`src/rtl/cpu_ctrl_fsm.sv`:
```
// cpu_ctrl_fsm: multi-cycle FETCH/DECODE/EXEC/MEM/WB sequencer for the 16-bit CPU datapath.
// Optional macro CTRL_ILLEGAL_TRAP_EN: opcode 0xB traps to HALT with illegal set (otherwise a NOP).
module cpu_ctrl_fsm #(
    parameter int PC_W   = 4,
    parameter int REG_AW = 4
) (
    input  logic              clk,
    input  logic              rst,
    input  logic              run,
    input  logic [15:0]       imem_data,
    input  logic              imem_valid,
    input  logic              rn_eq,
    output logic [PC_W-1:0]   pc,
    output logic [15:0]       ir,
    output logic [2:0]        alu_sel,
    output logic              alu_b_imm,
    output logic              alu_a_zero,
    output logic              en_alu,
    output logic              rf_we,
    output logic [REG_AW-1:0] rf_waddr,
    output logic [REG_AW-1:0] rf_raddr_a,
    output logic [REG_AW-1:0] rf_raddr_b,
    output logic              mem_we,
    output logic              mem_oe,
    output logic [3:0]        mem_addr,
    output logic              halted,
    output logic              illegal
);

    localparam logic [3:0] OP_HALT = 4'h9;
    localparam logic [3:0] OP_RSVD = 4'hB;
    localparam logic [3:0] OP_BEQ  = 4'hC;
    localparam logic [3:0] OP_B    = 4'hD;
    localparam logic [3:0] OP_STUR = 4'hE;
    localparam logic [3:0] OP_LDUR = 4'hF;

    typedef enum logic [2:0] {
        S_IDLE, S_FETCH, S_DECODE, S_EXEC, S_MEM, S_WB, S_HALT
    } state_t;

    typedef struct packed {
        logic [2:0]        alu_sel;
        logic              alu_b_imm;
        logic              alu_a_zero;
        logic              en_alu;
        logic              rf_we;
        logic [REG_AW-1:0] rf_waddr;
        logic [REG_AW-1:0] rf_raddr_a;
        logic [REG_AW-1:0] rf_raddr_b;
        logic              mem_we;
        logic              mem_oe;
        logic [3:0]        mem_addr;
        logic              halted;
    } ctrl_t;

    function automatic logic is_alu(input logic [3:0] op);
        return (op <= 4'h8) || (op == 4'hA);
    endfunction

    function automatic logic [2:0] alu_fn(input logic [3:0] op);
        case (op)
            4'h0, 4'h1: alu_fn = 3'b000;
            4'h2, 4'h3: alu_fn = 3'b001;
            4'h4:       alu_fn = 3'b010;
            4'h5:       alu_fn = 3'b011;
            4'h6:       alu_fn = 3'b100;
            4'h7:       alu_fn = 3'b101;
            4'h8:       alu_fn = 3'b110;
            4'hA:       alu_fn = 3'b111;
            default:    alu_fn = 3'b000;
        endcase
    endfunction

    state_t          r_state, w_state_next;
    logic [15:0]     r_ir;
    logic [PC_W-1:0] r_pc, w_pc_next, w_pc_inc, w_rd_pc;
    ctrl_t           r_ctl, w_ctl;
    logic [15:0]     w_instr;
    logic [3:0]      w_op, w_nop;

    // Outputs are decoded from the next state, so the instruction being latched this edge must be used.
    assign w_instr  = (r_state == S_FETCH) ? imem_data : r_ir;
    assign w_op     = r_ir[15:12];
    assign w_nop    = w_instr[15:12];
    assign w_pc_inc = r_pc + PC_W'(1);
    assign w_rd_pc  = PC_W'(r_ir[11:8]);

    // NOTE: every variable written in an always_comb gets a default first, so no latch is inferred.
    always_comb begin
        w_state_next = r_state;
        w_pc_next    = r_pc;
        case (r_state)
            S_IDLE:   if (run) w_state_next = S_FETCH;
            S_FETCH: begin
                if (imem_valid)  w_state_next = S_DECODE;
                else if (!run)   w_state_next = S_IDLE;
            end
            S_DECODE: begin
                case (w_op)
                    OP_HALT: w_state_next = S_HALT;
                    OP_LDUR: w_state_next = S_MEM;
`ifdef CTRL_ILLEGAL_TRAP_EN
                    OP_RSVD: w_state_next = S_HALT;
`else
                    OP_RSVD: begin
                        w_state_next = S_FETCH;
                        w_pc_next    = w_pc_inc;
                    end
`endif
                    default: w_state_next = S_EXEC;
                endcase
            end
            S_EXEC: begin
                if (w_op == OP_STUR) begin
                    w_state_next = S_MEM;
                end else if (w_op == OP_BEQ) begin
                    w_state_next = S_FETCH;
                    w_pc_next    = rn_eq ? (r_pc + w_rd_pc) : w_pc_inc;
                end else if (w_op == OP_B) begin
                    w_state_next = S_FETCH;
                    w_pc_next    = r_pc - w_rd_pc;
                end else begin
                    w_state_next = S_WB;
                end
            end
            S_MEM: begin
                if (w_op == OP_LDUR) begin
                    w_state_next = S_WB;
                end else begin
                    w_state_next = S_FETCH;
                    w_pc_next    = w_pc_inc;
                end
            end
            S_WB: begin
                w_state_next = S_FETCH;
                w_pc_next    = w_pc_inc;
            end
            S_HALT:   w_state_next = S_HALT;
            default:  w_state_next = S_IDLE;
        endcase
    end

    always_comb begin
        w_ctl = '0;
        case (w_state_next)
            S_DECODE: begin
                w_ctl.rf_raddr_a = REG_AW'(w_instr[7:4]);
                w_ctl.rf_raddr_b = REG_AW'(w_instr[3:0]);
            end
            S_EXEC: begin
                w_ctl.rf_raddr_a = REG_AW'(w_instr[7:4]);
                w_ctl.rf_raddr_b = REG_AW'(w_instr[3:0]);
                if (w_nop == OP_STUR) begin
                    // Store passes Rx[Rn] through the ALU as 0 + B.
                    w_ctl.rf_raddr_b = REG_AW'(w_instr[7:4]);
                    w_ctl.alu_a_zero = 1'b1;
                    w_ctl.en_alu     = 1'b1;
                end else if (is_alu(w_nop)) begin
                    w_ctl.alu_sel    = alu_fn(w_nop);
                    w_ctl.alu_b_imm  = (w_nop == 4'h1) || (w_nop == 4'h3) || (w_nop == 4'hA);
                    w_ctl.en_alu     = 1'b1;
                end
            end
            S_MEM: begin
                w_ctl.mem_addr = w_instr[11:8];
                if (w_nop == OP_STUR) begin
                    w_ctl.rf_raddr_a = REG_AW'(w_instr[7:4]);
                    w_ctl.rf_raddr_b = REG_AW'(w_instr[7:4]);
                    w_ctl.alu_a_zero = 1'b1;
                    w_ctl.en_alu     = 1'b1;
                    w_ctl.mem_we     = 1'b1;
                end else begin
                    w_ctl.mem_oe     = 1'b1;
                end
            end
            S_WB: begin
                w_ctl.rf_we = 1'b1;
                if (w_nop == OP_LDUR) begin
                    w_ctl.mem_oe   = 1'b1;
                    w_ctl.mem_addr = w_instr[11:8];
                    w_ctl.rf_waddr = REG_AW'(w_instr[7:4]);
                end else begin
                    w_ctl.rf_raddr_a = REG_AW'(w_instr[7:4]);
                    w_ctl.rf_raddr_b = REG_AW'(w_instr[3:0]);
                    w_ctl.alu_sel    = alu_fn(w_nop);
                    w_ctl.alu_b_imm  = (w_nop == 4'h1) || (w_nop == 4'h3) || (w_nop == 4'hA);
                    w_ctl.en_alu     = 1'b1;
                    w_ctl.rf_waddr   = REG_AW'(w_instr[11:8]);
                end
            end
            S_HALT:   w_ctl.halted = 1'b1;
            default:  w_ctl = '0;
        endcase
    end

    // NOTE: sequential state uses non-blocking assignments; ir is reset too since it is a visible output.
    always_ff @(posedge clk or posedge rst) begin
        if (rst) begin
            r_state <= S_IDLE;
            r_pc    <= '0;
            r_ir    <= '0;
            r_ctl   <= '0;
        end else begin
            r_state <= w_state_next;
            r_pc    <= w_pc_next;
            r_ctl   <= w_ctl;
            if (r_state == S_FETCH && imem_valid) r_ir <= imem_data;
        end
    end

`ifdef CTRL_ILLEGAL_TRAP_EN
    logic r_illegal;
    logic w_illegal;
    assign w_illegal = (w_state_next == S_HALT) && (w_nop == OP_RSVD);
    always_ff @(posedge clk or posedge rst) begin
        if (rst) r_illegal <= 1'b0;
        else     r_illegal <= w_illegal;
    end
    assign illegal = r_illegal;
`else
    assign illegal = 1'b0;
`endif

    assign pc         = r_pc;
    assign ir         = r_ir;
    assign alu_sel    = r_ctl.alu_sel;
    assign alu_b_imm  = r_ctl.alu_b_imm;
    assign alu_a_zero = r_ctl.alu_a_zero;
    assign en_alu     = r_ctl.en_alu;
    assign rf_we      = r_ctl.rf_we;
    assign rf_waddr   = r_ctl.rf_waddr;
    assign rf_raddr_a = r_ctl.rf_raddr_a;
    assign rf_raddr_b = r_ctl.rf_raddr_b;
    assign mem_we     = r_ctl.mem_we;
    assign mem_oe     = r_ctl.mem_oe;
    assign mem_addr   = r_ctl.mem_addr;
    assign halted     = r_ctl.halted;

    a_bus_excl: assert property (@(posedge clk) disable iff (rst) !(r_ctl.en_alu && r_ctl.mem_oe));

endmodule

```
`config.mk`:
```
export PLATFORM = sky130hd
export DESIGN_NAME = cpu_ctrl_fsm
export DESIGN_NICKNAME = d
export VERILOG_FILES = /design/src/rtl/cpu_ctrl_fsm.sv
export SDC_FILE = /design/constraint.sdc
export NUM_CORES = 1
export LEC_CHECK = 0
export CAP_MARGIN = 25
export CELL_PAD_IN_SITES_DETAIL_PLACEMENT = 0
export CELL_PAD_IN_SITES_GLOBAL_PLACEMENT = 1
export CORE_MARGIN = 5
export CORE_UTILIZATION = 40
export DETAILED_ROUTE_END_ITERATION = 8
export GPL_TIMING_DRIVEN = 0
export MAX_ROUTING_LAYER = met4
export PLACE_DENSITY_LB_ADDON = 0.05
export SETUP_SLACK_MARGIN = 0.2
export SYNTH_ARGS = -nofsm -noshare
export SYNTH_HDL_FRONTEND = slang
export SYNTH_SLANG_ARGS = --single-unit
```
`constraint.sdc`:
```
create_clock -name clk -period 3.47 [get_ports clk]
set_clock_uncertainty 0.1 [all_clocks]
set_input_delay 0.694 -clock clk [delete_from_list [all_inputs] [get_ports clk]]
set_output_delay 0.694 -clock clk [all_outputs]
set_load 0.005 [all_outputs]
```
Word level (Yosys, flattened, before mapping)
Memories as Yosys holds them, arrays and structs flattened.
Index checks and enable logic that the tools add are counted.
- reduce and logical (&&, ||, !) cells: 7
- add/sub/neg operators: 3
- equality and inequality tests: 26
- magnitude comparators: 1
- muxes and demuxes: 39
- operators by type and width (cell ; number):
    $mux W4 ; 11
    $eq A4 B4 Y1 const B ; 9
    $pmux W8 S4 ; 1
    $mux W3 ; 7
    $pmux W3 S7 ; 1
    $eq A3 B3 Y1 const B ; 6
    $mux W16 ; 1
    $pmux W4 S4 ; 1
    $eq A3 B2 Y1 const B ; 4
    $mux W5 ; 2
    $pmux W5 S2 ; 1
    $mux W9 ; 1
    $pmux W3 S3 ; 1
    $mux W8 ; 1
    $pmux W4 S2 ; 1
    $mux W1 ; 7
    $ne A2 B2 Y1 const B ; 3
    $reduce_and A5 Y1 ; 1
    $add A4 B1 Y4 const B ; 1
    $add A4 B4 Y4 ; 1
    $eq A4 B1 Y1 const B ; 1
    $eq A4 B2 Y1 const B ; 1
    $le A4 B4 Y1 const B ; 1
    $reduce_bool A4 Y1 ; 1
    other kinds (9) ; 11
- bits in registers: 49
- memories kept: 2
- logic and storage cells: 93
- bits in read-only memories: 96
- input port bits: 21
- memory list (name ; words ; width ; rd ports ; clocked after memory_dff ; write ports ; RTL line ; source):
    (no name shown) ; 16 ; 3 ; 1 ; 0 ; 0 ; 61 ; case (op)
    (no name shown) ; 16 ; 3 ; 1 ; 0 ; 0 ; 61 ;

Logic depth before layout (Yosys ltp)
Gate-level depths: netlist (run 1).
- depth in word-level cells: 8
- mapped depth: 8
- mapped depth without buffers: 7

Worst setup path after synthesis (run 1)
Ideal clock, no wire load.
- path type: input to register
- start: input imem_data[12]
- end: register r_ctl (netlist bit rf_raddr_b[0])
- setup slack: 1.357 ns
- cell stages on the path: 6
- arrival time: 1.922 ns
- path through: clkbuf_1 > nand4b_1 > mux2_2 > or3_1 > buf_2 > o221ai_1
- RTL lines (element ; RTL line ; source):
    from (decl) ; 10 ; input logic [15:0] imem_data,
    to (signal assigned) ; 206 ; r_ctl <= w_ctl;
    to (decl) ; 77 ; ctrl_t r_ctl, w_ctl;

==> results of run 1 <==
## cells in the final DEF, fill, tap and decap left out, types with 5 or more instances in the layout
| cell type | n |
|---|---|
| o211ai_1 | 5 |
| o21ai_0 | 11 |
| a21oi_1 | 12 |
| nand3_1 | 6 |
| nand4b_1 | 6 |
| buf_2 | 7 |
| nor2_1 | 18 |
| mux2i_1 | 13 |
| nand2_1 | 28 |
| nor2b_1 | 5 |
| dfrtp_1 | 49 |
| clkbuf_8 | 5 |
| mux2_2 | 11 |
| clkbuf_1 | 7 |
| nand2b_1 | 5 |
| clkdlybuf4s50_1 | 64 |
| ha_1 | 7 |
| inv_1 | 14 |
| a31oi_1 | 6 |
## critical path, cell delays in order
cell	delay (ns)
clkdlybuf4s50_1	0.46
nand4bb_1	0.11
buf_2	0.19
o21a_2	0.24
inv_2	0.07
or3_1	0.36
buf_2	0.16
o221ai_1	0.17
## flip-flops by register name (all words and copies together) (netlist names), 3 cells and up
signal	flops
r_state	3
rf_waddr	4
rf_raddr_b	4
pc	4
rf_raddr_a	4
alu_sel	3
mem_addr	4
ir	16
## through the flow
| stage | worst slack [ns] | std cells | cell area (sq um) |
|---|---|---|---|
| final | 1.14 | 461 | 3760 |
| after global routing | 0.996 | 461 | 3760 |
| after global placement | 0.469 | 452 | 3640 |
| after floorplan | 1.36 | 289 | 2880 |
| after detailed placement | 0.834 | 453 | 3660 |
| after CTS | 1.14 | 461 | 3760 |
## kinds of logic after synthesis
| logic type | Yosys count |
|---|---|
| flip-flops | 49 |
| multiplexers | 25 |
| buffers and inverters | 39 |
| AND/OR/NAND/NOR | 98 |
| other | 1 |
| AO/OA/AOI/OAI | 64 |
| adder cells (fa/ha/maj) | 9 |
| XOR/XNOR | 4 |
## power groups by stage
stage	clock network, W	registers (W)	logic (W)
floorplan	0	0.000936	0.00127
global placement	0	0.000941	0.00198
detailed placement	0	0.000945	0.00199
CTS	0.000365	0.000936	0.00201
global route	0.000388	0.000967	0.00221
finish	0.000349	0.000931	0.00199
## layer usage
layer	routed length [microns]	share of wire (%)
met5	0	0
met4	102	1.4
met3	358	4.9
met2	3260	45
met1	3520	49
## how the worst min path moves through the flow
stage	from	endpoint	slack (ns)	depth (start not counted)
after floorplan	ir[5]$_DFFE_PP0P_	ir[5]$_DFFE_PP0P_	0.43	1
after global placement	ir[2]$_DFFE_PP0P_	ir[2]$_DFFE_PP0P_	0.41	1
after detailed placement	ir[7]$_DFFE_PP0P_	ir[7]$_DFFE_PP0P_	0.42	1
after CTS	ir[7]$_DFFE_PP0P_	ir[7]$_DFFE_PP0P_	0.44	1
after global routing	ir[5]$_DFFE_PP0P_	ir[5]$_DFFE_PP0P_	0.46	1
final	ir[7]$_DFFE_PP0P_	ir[7]$_DFFE_PP0P_	0.45	1
## area by class of cell
cell class                      count  share of cell area [%]
Buffer                             23                    4.16
Clock buffer                        5                    1.83
Clock inverter                      3                   0.600
Inverter                           16                    1.60
Multi-Input combinational cell    201                    38.3
Sequential cell                    49                    32.6
Tap cell                           99                    3.30
Timing Repair Buffer               65                    17.6
==> results_dict.tcl, run 1 <==
set metrics [dict create \
    synth_area_sq_mm 0.00288 \
    initial_core_util_pct 40.4 \
    cts_resized 0 \
    end_kind "flop" \
    drc 0 \
    crit_path_end "rf_raddr_b[2]$_DFF_PP0_" \
    relSlewSlack_pct 55.8 \
    synth_common_cells "dfrtp_1, nand2_1, nor2_1, inv_1, mux2i_1" \
    hold_class "reg -> reg" \
    setup_tns_ns 0 \
    cp-start-kind "input pin" \
    num-nets-final 391 \
    synth_cells 289 \
    globalplace.congestion 0.869 \
    leakage_nw 1.61 \
    internal_power_w 0.00190 \
    crit-reg2reg-launch "r_state[1]$_DFF_PP0_" \
    postCtsSetupRepairBufs 0 \
    seq_area_sq_mm 0.00123 \
    die_h_microns 94.9 \
    finalHoldViolations 0 \
    seqPwrFrac_pct 28.5 \
    cts_tree "yes" \
    swShare_pct 41.8 \
    synth_most_common_cell "dfrtp_1" \
    use_met2_pct 26.1 \
    p_clk_share_pct 10.7 \
    synth_top_area_share_pct 42.6 \
    ios 68 \
    crit_required_ns 3.59 \
    use_met3_pct 3.19 \
    track_usage_pct 17.5 \
    grt_pass1_wl_microns 11800 \
    setup_viol 0 \
    antenna_cells 0 \
    synth_cell_types 60 \
    power_frac_comb_pct 60.9 \
    max_cap_viol_count 0 \
    top_usage_layer "met2" \
    synth_nets 319 \
    vdd.ir_drop.worst_mv 0.269 \
    cts_max_path_buffers 2 \
    ctsHoldBuffers 0 \
    reg2regPathDepth 6 \
    first_global_vias 2358 \
    powerDensity_mw_per_mm2 871 \
    tightest_slew_ns 0.663 \
    synthArstFlopShare_pct 100 \
    drtIter0Drc 89 \
    overflow 0 \
    n_fill_cell 717 \
    ys_warn_count 0 \
    fin_crit_ns 2.33 \
    fin_util_pct 52.6 \
    r2r_setup_slack_ns 1.31 \
    synth_area_leader_cell "dfrtp_1" \
    grt_max_degree 27 \
    rsz0062_at_grt "no" \
    syn_area_per_cell_sq_um 9.97 \
    clk_latency_ns 0.31 \
    area_growth_pct 30.4 \
    power_w 0.00327 \
    routed_via_density 5.27 \
    startpoint "imem_valid" \
    die_w_microns 94.9 \
    hold_ws_ns 0.447 \
    dr.pass1.iters 4 \
    rr_endpoint "rf_raddr_b[2]$_DFF_PP0_" \
    wl_per_cell_microns 15.7 \
    arrival_ns 2.45 \
    synth-edff-count 0 \
    switchingPower_w 0.00137 \
    antenna_found_initial 0 \
    clk_pin_slew_worst_paths_ns 0.10 \
    ys_seq_area_share_pct 42.6 \
    ys_seq_elements 49 \
    critPathKind "in -> reg" \
    drive_gt1_share_pct 13.3 \
    synth-compound-area-share_pct 15.3 \
    drtAntennaViolNets 0 \
    cts_made_buffers 5 \
    synth_xor_area_share_pct 1.22 \
    synthTopCellsByArea "dfrtp_1, mux2i_1, mux2_2" \
    cts.sinks 49 \
    coreArea_sq_mm 0.00714 \
    vias 2429 \
    gr-usage-met1_pct 24.7 \
    multi_input_area_sq_mm 0.00144 \
    cts_root_buffer "clkbuf_8" \
    max_freq_ghz 0.429 \
    dp_hpwl_microns 5390 \
    wl_microns 7240 \
    rows 31 \
    synth-simple-area-share_pct 19.2 \
    dieArea_sq_mm 0.00900 \
    synth_mux_area_share_pct 9.60 \
    synth-adder-area-share_pct 4.43 \
    outcome "finished, final reports clean" \
    finalMaxSlewViolations 0 \
    numPortBuffers 64 \
    period_share_pct 67.1 \
    htreeDepth 2 \
    ys.flop_type "dfrtp_1" \
    critPathMaxFanout 7 \
    synth_top_family_by_area "simple AND/OR/NAND/NOR gates" \
]
(Power assumes the default switching activity.)
==> run 2: changes to the inputs <==
--- a/config.mk
+++ b/config.mk
@@ -9,7 +9,7 @@
 export CELL_PAD_IN_SITES_DETAIL_PLACEMENT = 0
 export CELL_PAD_IN_SITES_GLOBAL_PLACEMENT = 1
 export CORE_MARGIN = 5
-export CORE_UTILIZATION = 40
+export CORE_UTILIZATION = 38
 export DETAILED_ROUTE_END_ITERATION = 8
 export GPL_TIMING_DRIVEN = 0
 export MAX_ROUTING_LAYER = met4
==> constraint.sdc (replaced) <==
create_clock -name clk -period 2.3 [get_ports clk]
set_clock_uncertainty 0.1 [all_clocks]
set_input_delay 0.46 -clock clk [delete_from_list [all_inputs] [get_ports clk]]
set_output_delay 0.46 -clock clk [all_outputs]
set_load 0.005 [all_outputs]
==> run 2 against run 1 <==
Effect of this change: count of clock-buffer cells in the layout is the same; total power is 61% higher; highest routed layer unchanged; non-clock buffer count up 6; combinational power up 66%.
==> results_dict.tcl, run 2 (synthesis gave the netlist of run 1 again) <==
set metrics [dict create \
    powerDensity_mw_per_mm2 1340 \
    layout_commonest_cell "clkdlybuf4s50_1" \
    max_cap_viol_count 0 \
    dr.pass1.iters 4 \
    layout_common_cells "clkdlybuf4s50_1, dfrtp_1, nand2_1" \
    leakage_nw 1.66 \
    hold_class "in -> reg" \
    cp-start-kind "input pin" \
    initial_core_util_pct 39.3 \
    worst_slack_ns 0.243 \
    relSlewSlack_pct 61.7 \
    period_share_pct 89.4 \
    dp_hpwl_microns 5470 \
    clk_latency_ns 0.30 \
    max_freq_ghz 0.486 \
    seq_area_sq_mm 0.00123 \
    crit_required_ns 2.41 \
    cts_root_buffer "clkbuf_8" \
    antenna_cells 0 \
    cts_made_buffers 5 \
    rows 31 \
    multi_input_area_sq_mm 0.00153 \
    num-nets-final 397 \
    numPortBuffers 64 \
    cts_max_path_buffers 2 \
    pre_cts_ws_ns -0.125 \
    cts_tree "yes" \
    ctsHoldBuffers 0 \
    drtIter0Drc 79 \
    track_usage_pct 16.3 \
    wl_microns 7480 \
    tightest_slew_ns 0.573 \
    antenna_found_initial 0 \
    drive_gt1_share_pct 19.6 \
    drc 0 \
    n_fill_cell 704 \
    critPathMaxFanout 6 \
    routed_via_density 5.21 \
    drtAntennaViolNets 0 \
    setup_viol 0 \
    finalMaxSlewViolations 0 \
    ios 68 \
    end_kind "flop" \
    fin_crit_ns 2.06 \
    overflow 0 \
    outcome "finished, final reports clean" \
    cts.sinks 49 \
    area_growth_pct 36.2 \
    grt_max_degree 27 \
    clk_pin_slew_worst_paths_ns 0.10 \
    first_global_vias 2409 \
    setup_tns_ns 0 \
    globalplace.congestion 0.874 \
    vias 2431 \
    rsz0062_at_grt "yes" \
    die_w_microns 97.1 \
    coreArea_sq_mm 0.00733 \
    htreeDepth 2 \
    die_h_microns 97.1 \
    critPathKind "in -> reg" \
    largest_reg_flops 16 \
    dieArea_sq_mm 0.00942 \
    finalHoldViolations 0 \
    vdd.ir_drop.worst_mv 0.449 \
    wl_per_cell_microns 16.0 \
    grt_pass1_wl_microns 12200 \
    arrival_ns 2.17 \
]
-- run 2: changes by cell type in the layout (fill, tap and decap cells not counted), sizes merged --
cell | before | now
buf | 17 | 23
inv | 16 | 17
clkinv | 3 | 1
clkinvlp | 0 | 1
-- run 2: cell type report --
| class | instances | area share [%] |
|---|---|---|
| multi-input cells | 201 | 39.0 |
| flip-flops and latches | 49 | 31.3 |
| clock buffers | 5 | 1.75 |
| repair buffers | 72 | 18.5 |
| well taps | 99 | 3.16 |
| plain buffers | 22 | 4.18 |
| inverters | 16 | 1.53 |
| clock inverters | 3 | 0.542 |
-- run 2: path summary, 6_finish.rpt --
| path | startpoint | endpoint | slack (ns) | cells after the start |
|---|---|---|---|---|
| max | imem_data[14] | rf_raddr_b[0]$_DFF_PP0_ | 0.24 | 6 |
| min | imem_data[15] | ir[15]$_DFFE_PP0P_ | 0.42 | 3 |
| max reg2reg | ir[9]$_DFFE_PP0P_ | pc[3]$_DFFE_PP0P_ | 0.25 | 7 |
| min reg2reg | ir[0]$_DFFE_PP0P_ | ir[0]$_DFFE_PP0P_ | 0.44 | 1 |
| max in group asynchronous | rst | alu_sel[0]$_DFF_PP0_ | 1.15 | 3 |
| min in group asynchronous | rst | rf_raddr_a[0]$_DFF_PP0_ | 0.43 | 2 |
-- run 2: critical path, stage by stage --
cell and delay [ns]:
clkdlybuf4s50_1 0.58, nand4b_1 0.15, mux2_2 0.34, or3_1 0.30, buf_2 0.16, o221ai_1 0.16
-- run 2: metal layers --
metal	GRT usage, %	vias to the layer above	part of all wire (%)
met4	4.75	0	2.1
li1	-	1184	-
met5	-	-	0
met3	3.23	14	5.1
met2	24.8	74	47
met1	22.0	1159	46
-- run 2: report_power, final --
part / internal, W / switching [W] / total, W
Sequential: 0.00117 / 0.000258 / 0.00142
Clock: 0.000217 / 0.000310 / 0.000526
Combinational: 0.00169 / 0.00161 / 0.00330
Total: 0.00308 / 0.00217 / 0.00525
-- run 2: through the flow --
step	hold WS (ns)	instance area, sq um	util (%)	cells	power (W)
5_1_grt	0.421	3920	53.5	467	0.00566
4_1_cts	0.407	3760	51.4	461	0.00502
2_1_floorplan	0.426	2880	-	289	0.00333
6_report	0.417	3920	53.5	467	0.00525
3_5_place_dp	0.424	3660	50.0	453	0.00444
3_3_place_gp	0.408	3640	49.7	452	0.00442
-- run 2: what timing repair did --
item	CTS	global route
resized for setup	2	27
pin swaps	0	2
setup endpoints to repair	5	30
buffers inserted	0	7
==> run 3: changes to the inputs <==
--- a/config.mk
+++ b/config.mk
@@ -11,7 +11,6 @@
 export CORE_MARGIN = 5
 export CORE_UTILIZATION = 38
 export DETAILED_ROUTE_END_ITERATION = 8
-export GPL_TIMING_DRIVEN = 0
 export MAX_ROUTING_LAYER = met4
 export PLACE_DENSITY_LB_ADDON = 0.05
 export SETUP_SLACK_MARGIN = 0.2
==> run 3 against run 2 <==
Effect of this change: final cell count increased by 1.3%; combinational power is 5% lower; utilization grew 0.36 points; critical endpoint is now pc[3]$_DFFE_PP0P_; sequential share of layout area is 0.11 points lower.
==> results_dict.tcl, run 3 (synthesis gave the netlist of run 1 again) <==
set metrics [dict create \
    hold_ws_ns 0.413 \
    cts_root_buffer "clkbuf_8" \
    cts_max_path_buffers 2 \
    critPathMaxFanout 4 \
    num-nets-final 403 \
    crit-reg2reg-launch "ir[9]$_DFFE_PP0P_" \
    max_cap_viol_count 0 \
    crit_required_ns 2.39 \
    area_growth_pct 37.1 \
    drtIter0Drc 132 \
    numPortBuffers 66 \
    initial_core_util_pct 39.3 \
    finalHoldViolations 0 \
    reg2regPathDepth 7 \
    rsz0062_at_grt "yes" \
    max_freq_ghz 0.489 \
    overflow 0 \
    rr_endpoint "pc[3]$_DFFE_PP0P_" \
    cts_tree "yes" \
    clk_latency_ns 0.31 \
    tightest_slew_ns 0.460 \
    drtAntennaViolNets 0 \
    n_fill_cell 686 \
    largest_reg_flops 16 \
    die_w_microns 97.1 \
    ctsHoldBuffers 0 \
    track_usage_pct 16.2 \
    fin_util_pct 53.9 \
    die_h_microns 97.1 \
    startpoint "ir[9]$_DFFE_PP0P_" \
    drive_gt1_share_pct 20.3 \
    vias 2422 \
    rows 31 \
    outcome "finished, final reports clean" \
    crit_path_end "pc[3]$_DFFE_PP0P_" \
    setup_tns_ns 0 \
    dieArea_sq_mm 0.00942 \
    fin_crit_ns 2.04 \
    cp-start-kind "flop" \
    powerDensity_mw_per_mm2 1330 \
    cts.sinks 49 \
    antenna_cells 0 \
    dr.pass1.iters 4 \
    wl_microns 7600 \
    coreArea_sq_mm 0.00733 \
    arrival_ns 2.13 \
    globalplace.congestion 0.926 \
    period_share_pct 88.9 \
    vdd.ir_drop.worst_mv 0.434 \
    power_w 0.00526 \
    finalMaxSlewViolations 0 \
    htreeDepth 2 \
    ios 68 \
    place_area_sq_mm 0.00373 \
    antenna_found_initial 0 \
    cts_made_buffers 5 \
    clk_pin_slew_worst_paths_ns 0.10 \
    hold_class "in -> async" \
    r2r_setup_slack_ns 0.26 \
    end_kind "flop" \
    setup_viol 0 \
    drc 0 \
    wl_per_cell_microns 16.1 \
    first_global_vias 2411 \
    grt_pass1_wl_microns 12200 \
    routed_via_density 5.12 \
    layout_commonest_cell "clkdlybuf4s50_1" \
    relSlewSlack_pct 68.4 \
    finalInstanceArea_sq_mm 0.00395 \
    critPathKind "reg -> reg" \
    layout_common_cells "clkdlybuf4s50_1, dfrtp_1, buf_4" \
    leakage_nw 1.71 \
    dp_hpwl_microns 5490 \
    grt_max_degree 50 \
]
==> run 3: changes by cell type in the layout (fill, tap and decap cells not counted), sizes merged <==
cell	before	now
inv	17	16
clkbuf	12	6
bufinv	0	1
clkinvlp	1	0
buf	23	34
clkdlybuf4s50	64	66
==> run 3: layer usage <==
metal / GRT usage (%) / wire length, microns / up-vias
met5: - / 0 / -
met2: 25.1 / 3600 / 65
li1: - / - / 1206
met3: 3.66 / 341 / 13
met4: 5.18 / 131 / 0
met1: 21.0 / 3530 / 1138
==> run 3: area by class of cell <==
cell class | instances | area (sq um) | area share [%]
multi-input cells | 201 | 1480 | 37.4
well taps | 99 | 124 | 3.14
flip-flops and latches | 49 | 1230 | 31.2
inverters | 16 | 60.1 | 1.52
repair buffers | 100 | 945 | 23.9
clock buffers | 6 | 72.6 | 1.84
clock inverters | 2 | 38.8 | 0.982
==> run 3: worst min-delay path by stage <==
| stage | endpoint | depth (start not counted) | slack [ns] | from |
|---|---|---|---|---|
| final | ir[8]$_DFFE_PP0P_ | 3 | 0.41 | rst |
| after floorplan | ir[5]$_DFFE_PP0P_ | 1 | 0.43 | ir[5]$_DFFE_PP0P_ |
| after global placement | ir[7]$_DFFE_PP0P_ | 1 | 0.41 | ir[7]$_DFFE_PP0P_ |
| after global routing | ir[6]$_DFFE_PP0P_ | 3 | 0.45 | rst |
| after CTS | r_state[0]$_DFF_PP0_ | 3 | 0.42 | rst |
| after detailed placement | ir[4]$_DFFE_PP0P_ | 1 | 0.42 | ir[4]$_DFFE_PP0P_ |
==> run 3: timing repair <==
item,CTS,global route
setup endpoints to repair,5,18
resized for setup,4,10
buffers inserted,0,7
pin swaps,0,1
==> run 3: per-stage QoR <==
step,std cells,setup slack [ns]
finish,473,0.255
global placement,458,0.0999
detailed placement,458,0.0646
CTS,466,0.205
floorplan,289,0.381
global route,473,0.179
==> run 3: worst max-delay path, cell delays in order (launching register included) <==
cell     delay [ns]
dfrtp_1        0.46
inv_2          0.09
ha_1           0.28
nor2b_1        0.13
o21a_1         0.17
or3_1          0.35
a31oi_1        0.23
o41ai_2        0.11
==> run 3: power breakdown <==
group	total [W]	internal [W]	switching (W)
clock	0.000629	0.000327	0.000302
sequential	0.00148	0.00117	0.000312
combinational	0.00315	0.00165	0.00150
